**config.mk**
```make
export PLATFORM = sky130hd
export DESIGN_NAME = div_seq
export DESIGN_NICKNAME = d
export VERILOG_FILES = /design/src/rtl/div_seq.sv
export SDC_FILE = /design/constraint.sdc
export NUM_CORES = 1
export LEC_CHECK = 0
export CORE_MARGIN = 4
export CORE_UTILIZATION = 45
export DETAILED_ROUTE_END_ITERATION = 10
export MAX_ROUTING_LAYER = met4
export PLACE_DENSITY = 0.66
export SLEW_MARGIN = 25
export SYNTH_ARGS = -nofsm -noshare
export SYNTH_HDL_FRONTEND = slang
export SYNTH_SLANG_ARGS = --single-unit
```
**constraint.sdc**
```tcl
create_clock -name clk -period 6.9 [get_ports clk]
set_input_delay 1.38 -clock clk [delete_from_list [all_inputs] [get_ports clk]]
set_output_delay 1.38 -clock clk [all_outputs]
set_load 0.02 [all_outputs]
```
**src/rtl/div_seq.sv**
```systemverilog
// Sequential restoring radix-2 divider for DIV/DIVU: one quotient bit per cycle,
// stalls the front of the pipe while busy and delivers quotient (LO) and remainder (HI).
module div_seq #(
    parameter int unsigned WIDTH = 32
) (
    input  logic             clk,
    input  logic             rst,
    input  logic             start_i,
    input  logic             signed_i,
    input  logic [WIDTH-1:0] dividend_i,
    input  logic [WIDTH-1:0] divisor_i,
    input  logic             cancel_i,
    output logic             stall_o,
    output logic             done_o,
    output logic [WIDTH-1:0] quot_o,
    output logic [WIDTH-1:0] rem_o
);

    localparam int unsigned CW = (WIDTH > 1) ? $clog2(WIDTH) : 1;

    typedef enum logic [1:0] {
        S_IDLE = 2'd0,
        S_BUSY = 2'd1,
        S_DONE = 2'd2
    } state_e;

    state_e           state_q, state_d;
    logic [WIDTH-1:0] r_q, r_d;
    logic [WIDTH-1:0] q_q, q_d;
    logic [WIDTH-1:0] dvs_q, dvs_d;
    logic [CW-1:0]    cnt_q, cnt_d;
    logic             negq_q, negq_d;
    logic             negr_q, negr_d;
    logic [WIDTH-1:0] quot_q, quot_d;
    logic [WIDTH-1:0] rem_q, rem_d;

    logic             accept;
    logic             dvd_neg;
    logic             dvs_neg;
    logic [WIDTH-1:0] dvd_abs;
    logic [WIDTH-1:0] dvs_abs;
    logic [WIDTH:0]   shl;
    logic [WIDTH:0]   trial;
    logic [WIDTH-1:0] r_next;
    logic [WIDTH-1:0] q_next;

    // Operand magnitudes and one restoring step on the current partial remainder
    always_comb begin
        accept  = start_i & ~cancel_i;
        dvd_neg = signed_i & dividend_i[WIDTH-1];
        dvs_neg = signed_i & divisor_i[WIDTH-1];
        dvd_abs = dvd_neg ? (WIDTH'(0) - dividend_i) : dividend_i;
        dvs_abs = dvs_neg ? (WIDTH'(0) - divisor_i) : divisor_i;
        shl     = {r_q, q_q[WIDTH-1]};
        trial   = shl - {1'b0, dvs_q};
        if (!trial[WIDTH]) begin
            r_next = trial[WIDTH-1:0];
            q_next = {q_q[WIDTH-2:0], 1'b1};
        end else begin
            r_next = shl[WIDTH-1:0];
            q_next = {q_q[WIDTH-2:0], 1'b0};
        end
    end

    // Next-state and datapath control
    always_comb begin
        state_d = state_q;
        r_d     = r_q;
        q_d     = q_q;
        dvs_d   = dvs_q;
        cnt_d   = cnt_q;
        negq_d  = negq_q;
        negr_d  = negr_q;
        quot_d  = quot_q;
        rem_d   = rem_q;

        unique case (state_q)
            S_IDLE: begin
                if (accept) begin
                    dvs_d  = dvs_abs;
                    q_d    = dvd_abs;
                    r_d    = '0;
                    cnt_d  = '0;
                    negq_d = dvd_neg ^ dvs_neg;
                    negr_d = dvd_neg;
                    if (divisor_i == '0) begin
                        quot_d  = '1;
                        rem_d   = dividend_i;
                        state_d = S_DONE;
                    end else begin
                        state_d = S_BUSY;
                    end
                end
            end
            S_BUSY: begin
                if (cancel_i) begin
                    state_d = S_IDLE;
                end else begin
                    r_d   = r_next;
                    q_d   = q_next;
                    cnt_d = cnt_q + CW'(1);
                    if (cnt_q == CW'(WIDTH - 1)) begin
                        quot_d  = negq_q ? (WIDTH'(0) - q_next) : q_next;
                        rem_d   = negr_q ? (WIDTH'(0) - r_next) : r_next;
                        state_d = S_DONE;
                    end
                end
            end
            S_DONE: begin
                state_d = S_IDLE;
            end
            default: begin
                state_d = S_IDLE;
            end
        endcase
    end

    always_ff @(posedge clk) begin
        if (rst) begin
            state_q <= S_IDLE;
            r_q     <= '0;
            q_q     <= '0;
            dvs_q   <= '0;
            cnt_q   <= '0;
            negq_q  <= 1'b0;
            negr_q  <= 1'b0;
            quot_q  <= '0;
            rem_q   <= '0;
        end else begin
            state_q <= state_d;
            r_q     <= r_d;
            q_q     <= q_d;
            dvs_q   <= dvs_d;
            cnt_q   <= cnt_d;
            negq_q  <= negq_d;
            negr_q  <= negr_d;
            quot_q  <= quot_d;
            rem_q   <= rem_d;
        end
    end

    // A flush in the DONE cycle suppresses the writeback pulse
    assign stall_o = ~rst & (((state_q == S_IDLE) & accept) | (state_q == S_BUSY));
    assign done_o  = ~rst & ~cancel_i & (state_q == S_DONE);
    assign quot_o  = quot_q;
    assign rem_o   = rem_q;

endmodule

```
==> run metrics, run 1 <==
Psw=0.8308 mW; first-pass GRT wire length=57.10 mm; largest net degree at the start of global routing=96; Synth area leaders=dfxtp_1, nor2_1, a21oi_1; Logic pwr share=21.9%; HP Class=reg -> reg; Post-Synth Simple-Gate Area=22.29%; post-synthesis register bit count=169; Post-synth EDFFs=0; post-DP HPWL=26.77 mm; drt total wl=35.79 mm; Die Y=170.8 µm; 1st-pass router iterations=5; vias=11690; post-synthesis cell count=1593; post-synthesis sequential area ratio=28.36%; GPL Wtd Cong=0.9247; setup TNS=0 ps; Synth Area in Compound Gates=28.50%; core area=26060 µm²; mux contribution to synthesized area=2.286%; # diodes=0; post-synth net total=1701; cell with the most instances after synthesis=nor2_1; DRC errors left=0; Port Buffers=134; Routed Antenna Nets=0; PwrDens=185.9 nW/µm²; leakage power=4.978 nW; First DRT Iteration DRCs=1010; Max Freq=179.5 MHz; actual slew at the worst max-slew pin=1029 ps; post-synth cell types=85; clk sinks=169; Rows=59; Layout Skew=19.16 ps; TritonCTS clock tree=built; Worst Path Required=7250 ps; R2R Setup Slk=1330 ps; Reg clk slew, reported paths=80 ps; Util after Layout=53.79%; Clock Tree Root=clkbuf_16; GR Util All Layers=24.70%; total CTS buffers=17; final hold violations=0; RSZ-0062 raised after global routing=false; Post-synth ARST share=0%; placed instance count=1971; drt wl/cell=17.87 µm; NumNets Final=1763; startpoint types=flip-flop; worst skew pair latency=440 ps; Slew HR=31.40%; fin. max-slew vios=0; Tcrit/Tclk final=80.75%; worst-path fanout max=36; CTS max path bufs=2; Post-CTS Hold Fix Bufs=0; Sw Share=31.88%; Post-Syn Area=11930 µm²; Die W=170.8 µm; htree depth=4; share of power burned in the clock network=38.3%; Final setup viols=0; CP Capture Type=flip-flop; area delta synth->final=17.48%; Post-CTS Setup Bufs=0; post-synth top area cell=dfxtp_1; fraction of layout cells with a size suffix above 1=5.635%; synth warn=0; largest family of logic cells by synthesized area=compound AO/OA/AOI/OAI gates; post-synth top area share=28.36%; ys flop type=dfxtp_1; syn_area_per_cell=7.490 µm²; Synth Area in Adders=4.153%; non-filler instance count after layout=2003; Worst VDD drop=0.1294 mV; Reg power frac=39.8%; P_int=1.775 mW; vias in the first global route=10870; WS Path Type=reg -> reg; Max-Cap Viols=0; XOR/XNOR Fraction of Synth Area=9.029%; initial core utilization=45.79%; Overflow after GRT=0; Ports=135; Resized Gates After CTS=0; fin crit period=5572 ps; status=complete, no violations; WP data arrival=5920 ps; Via density=5.838; Commonest cells post-synth=nor2_1, dfxtp_1, a21oi_1, nand2_1, a211oi_1; antenna violations before repair=0; Die ar.=29180 µm²
critical path: stages (launching register included):
cell	delay, ps
dfxtp_1	390
inv_1	60
ha_1	200
inv_1	70
fa_1	230
a211oi_2	100
nor3_2	460
o2111ai_4	220
a21oi_2	270
nor3_2	60
buf_4	200
nor2_2	170
inv_2	50
buf_4	250
a21oi_1	250
ha_1	250
nand2_1	70
a211oi_1	240
nand3_1	120
a2111oi_0	370
o22ai_1	310
nor3_4	300
nand3_2	110
or4b_1	470
a311oi_1	260
metrics by stage:
| stage | setup slack (ps) | cell area (µm²) | hold WS (ps) | power (mW) |
|---|---|---|---|---|
| floorplan | 1642 | 11930 | 431.9 | 1.449 |
| global placement | 1585 | 13410 | 446.3 | 1.617 |
| detailed placement | 1333 | 13410 | 449.7 | 1.623 |
| CTS | 1306 | 14020 | 458.3 | 2.612 |
| global route | 902.6 | 14020 | 481.1 | 2.726 |
| finish | 1328 | 14020 | 456.9 | 2.606 |
layout make-up:
cell class                      count  area (µm²)
Sequential cell                   169        3385
Clock buffer                       19       442.9
Multi-Input combinational cell   1263        7954
Tap cell                          335       419.2
Clock inverter                     13       158.9
Inverter                           55       206.4
Timing Repair Buffer              149        1451
Fill cell                        2586       12040
power by group through the flow:
stage / registers [mW] / logic, mW / clock network [mW]
after floorplan: 1.05 / 0.402 / 0
after global placement: 1.06 / 0.560 / 0
after detailed placement: 1.06 / 0.565 / 0
after CTS: 1.04 / 0.567 / 1.01
after global routing: 1.04 / 0.629 / 1.06
final: 1.04 / 0.571 / 0.999
cells in the final DEF (no fill, tap or decap), types with 35 or more instances in the layout:
cell type	count
a311oi_1	35
inv_1	54
nand2_1	120
nor2_1	250
dfxtp_1	168
nor3_1	38
a211oi_1	82
a21oi_1	134
xor2_1	71
o21ai_0	75
xnor2_1	52
ha_1	38
clkdlybuf4s50_1	133
kinds of logic after synthesis:
logic type,after synthesis
flip-flops,169
AND/OR/NAND/NOR,574
multiplexers,26
buffers and inverters,161
adder cells (fa/ha/maj),39
AO/OA/AOI/OAI,501
XOR/XNOR,123
registers in the layout (all words and copies together), names as in the netlist:
signal   flops
cnt_q        5
dvs_q       32
negq_q       1
negr_q       1
q_q         32
quot_o      32
r_q         32
rem_o       32
state_q      2
path summary, 6_finish.rpt:
check	start	cells past startpoint	to
max	q_q[31]	24	rem_o[28]
min	dvs_q[31]	2	dvs_q[31]
max reg2reg	q_q[31]	24	rem_o[28]
min reg2reg	dvs_q[31]	2	dvs_q[31]
routing by layer:
layer | track usage (%) | wire length (µm) | vias to the layer above
met3 | 3.766 | 2080 | 40
met1 | 33.37 | 17000 | 5407
li1 | - | - | 5908
met2 | 39.10 | 16110 | 338
met5 | - | 0 | -
met4 | 6.097 | 606 | 0
Note: power is estimated with default switching activity, not from simulation.
==> run 2, diff against run 1 <==
--- a/config.mk
+++ b/config.mk
@@ -9,7 +9,7 @@
 export CORE_UTILIZATION = 45
 export DETAILED_ROUTE_END_ITERATION = 10
 export MAX_ROUTING_LAYER = met4
-export PLACE_DENSITY = 0.66
+export PLACE_DENSITY = 0.69
 export SLEW_MARGIN = 25
 export SYNTH_ARGS = -nofsm -noshare
 export SYNTH_HDL_FRONTEND = slang
==> constraint.sdc (replaced) <==
create_clock -name clk -period 4.94 [get_ports clk]
set_input_delay 0.988 -clock clk [delete_from_list [all_inputs] [get_ports clk]]
set_output_delay 0.988 -clock clk [all_outputs]
set_load 0.02 [all_outputs]
==> run 2 against run 1 <==
  * Combinational power up 46%
  * Total power grew 37%
  * Largest cell class unchanged
  * Sequential power up 39%
==> run metrics, run 2 (same netlist as run 1, synthesis figures left out) <==
antenna violations before repair=0 (unchanged); Overflow after GRT=0 (unchanged); Rows=59 (unchanged); fin. max-slew vios=0 (unchanged); drt wl/cell=17.65 µm (-1.2%); fin worst setup slack=161.8 ps (-1166 ps); Routed Antenna Nets=0 (unchanged); largest net degree at the start of global routing=96 (unchanged); first-pass GRT wire length=57.30 mm (+0.34%); htree depth=4 (unchanged); Tcrit/Tclk final=96.72% (+16 points); Worst Path Required=5270 ps (-1980 ps); First DRT Iteration DRCs=1105 (+9.4%); Placed Area=13570 µm² (+1.2%); status=complete, no violations; R2R Setup Slk=160 ps (-1170 ps); worst-path fanout max=5 (-86%); CP Capture Type=flip-flop; Worst R2R Path Depth=21 (-13%); drt total wl=35.75 mm (-0.10%); fraction of layout cells with a size suffix above 1=7.451% (+1.8 points); Port Buffers=134 (unchanged); Reg clk slew, reported paths=70 ps (about the same); NumNets Final=1786 (+1.3%); Post-CTS Hold Fix Bufs=0 (unchanged); Via density=5.896 (+1.0%); initial core utilization=45.79% (unchanged); Ports=135 (unchanged); total CTS buffers=17 (unchanged); clk sinks=169 (unchanged); core area=26060 µm² (unchanged); 1st-pass router iterations=5 (unchanged); fin crit period=4778 ps (-793.7 ps); Worst VDD drop=0.2224 mV (+72%); post-route cell area=14250 µm² (+1.6%); vias=11950 (+2.2%); worst skew pair latency=430 ps (about the same); vias in the first global route=10970 (+0.88%); post-DP HPWL=26.77 mm (about the same); WP data arrival=5110 ps (-810 ps); Max Freq=209.3 MHz (+17%); GR Util All Layers=24.76% (+0.061 points); Final setup viols=0 (unchanged); WS Path Type=reg -> reg; # diodes=0 (unchanged); Die Y=170.8 µm (unchanged); HP Class=reg -> reg; GPL Wtd Cong=0.9148 (-1.1%); CTS max path bufs=2 (unchanged); most frequent cells in the layout=nor2_1, dfxtp_1, a21oi_1, clkdlybuf4s50_1, nand2_1; startpoint types=flip-flop; Layout Skew=11.07 ps (-8.089 ps); actual slew at the worst max-slew pin=993.8 ps (-35.24 ps); Max-Cap Viols=0 (unchanged); Die ar.=29180 µm² (unchanged); commonest non-fill, non-tap cell in the layout=nor2_1; DRC errors left=0 (unchanged); TritonCTS clock tree=built; area delta synth->final=19.41%; leakage power=5.074 nW (+1.9%); hold depth=2 (unchanged); PwrDens=251.1 nW/µm² (+35%); Die W=170.8 µm (unchanged); Clock Tree Root=clkbuf_16; Slew HR=33.75% (+2.3 points); Place WS=46.61 ps (-1286 ps); final hold violations=0 (unchanged)
-- run 2: cell types whose count changed in the layout (fill, tap and decap cells not counted), moves of 2 or more --
cell        delta
buf_4         +22
clkinvlp_4     +3
bufinv_16      -2
clkinv_4       +2
inv_6          -2
inv_8          +2
nor3_2         -2
nor3_4         +2
-- run 2: path summary, 6_finish.rpt --
| path | start | end |
|---|---|---|
| setup / recovery | q_q[31] | rem_o[28] |
| hold / removal | rem_o[21] | rem_o[21] |
| hold reg to reg | rem_o[21] | rem_o[21] |
| setup reg to reg | q_q[31] | rem_o[28] |
-- run 2: repair_timing --
| action | in CTS | in global routing |
|---|---|---|
| buffers inserted | 0 | 7 |
| hold endpoints to repair | 0 | 0 |
| endpoints found under the setup margin | 0 | 10 |
| resized for setup | 0 | 10 |
-- run 2: critical path, stage by stage (launching register included) --
cell and delay, ps:
dfxtp_2 340, inv_1 60, ha_1 160, inv_1 60, fa_2 390, a211oi_4 270, nor3_4 90, o2111ai_4 250
a21oi_4 110, o21a_2 240, nor2_4 150, mux2i_2 300, ha_2 250, nand2_1 70, a211oi_2 210, nand3_1 190
a2111oi_4 420, o22ai_4 160, nor3_4 170, nand3_2 90, or4b_1 470, a311oi_1 260
-- run 2: cell type report --
type | instances | area [µm²]
repair buffers | 172 | 1637
well taps | 335 | 419.2
fillers | 2562 | 11810
inverters | 55 | 206.4
clock inverters | 15 | 138.9
clock buffers | 17 | 425.4
multi-input cells | 1263 | 8035
flip-flops and latches | 169 | 3386
-- run 2: stage by stage --
stage | setup TNS [ps] | instances | total power, mW | util [%] | hold slack, ps
floorplan | 0 | 1593 | 2.029 | - | 431.9
global placement | 0 | 1987 | 2.271 | 52.07 | 440.2
detailed placement | 0 | 1987 | 2.279 | 52.07 | 455.3
CTS | 0 | 2019 | 3.571 | 54.24 | 466.4
global route | -71.66 | 2026 | 3.738 | 54.67 | 479.5
finish | 0 | 2026 | 3.577 | 54.67 | 459.8
-- run 2: report_power, final --
| group | internal, mW | switching (mW) |
|---|---|---|
| combinational | 0.326 | 0.506 |
| clock | 0.664 | 0.636 |
| sequential | 1.40 | 0.0429 |
-- run 2: routing by layer --
layer	wire [µm]	GRT usage (%)	vias to the layer above
met1	16630	34.38	5511
met3	2351	2.542	55
met4	669	6.235	0
met5	0	-	-
li1	-	-	5960
met2	16110	38.93	419
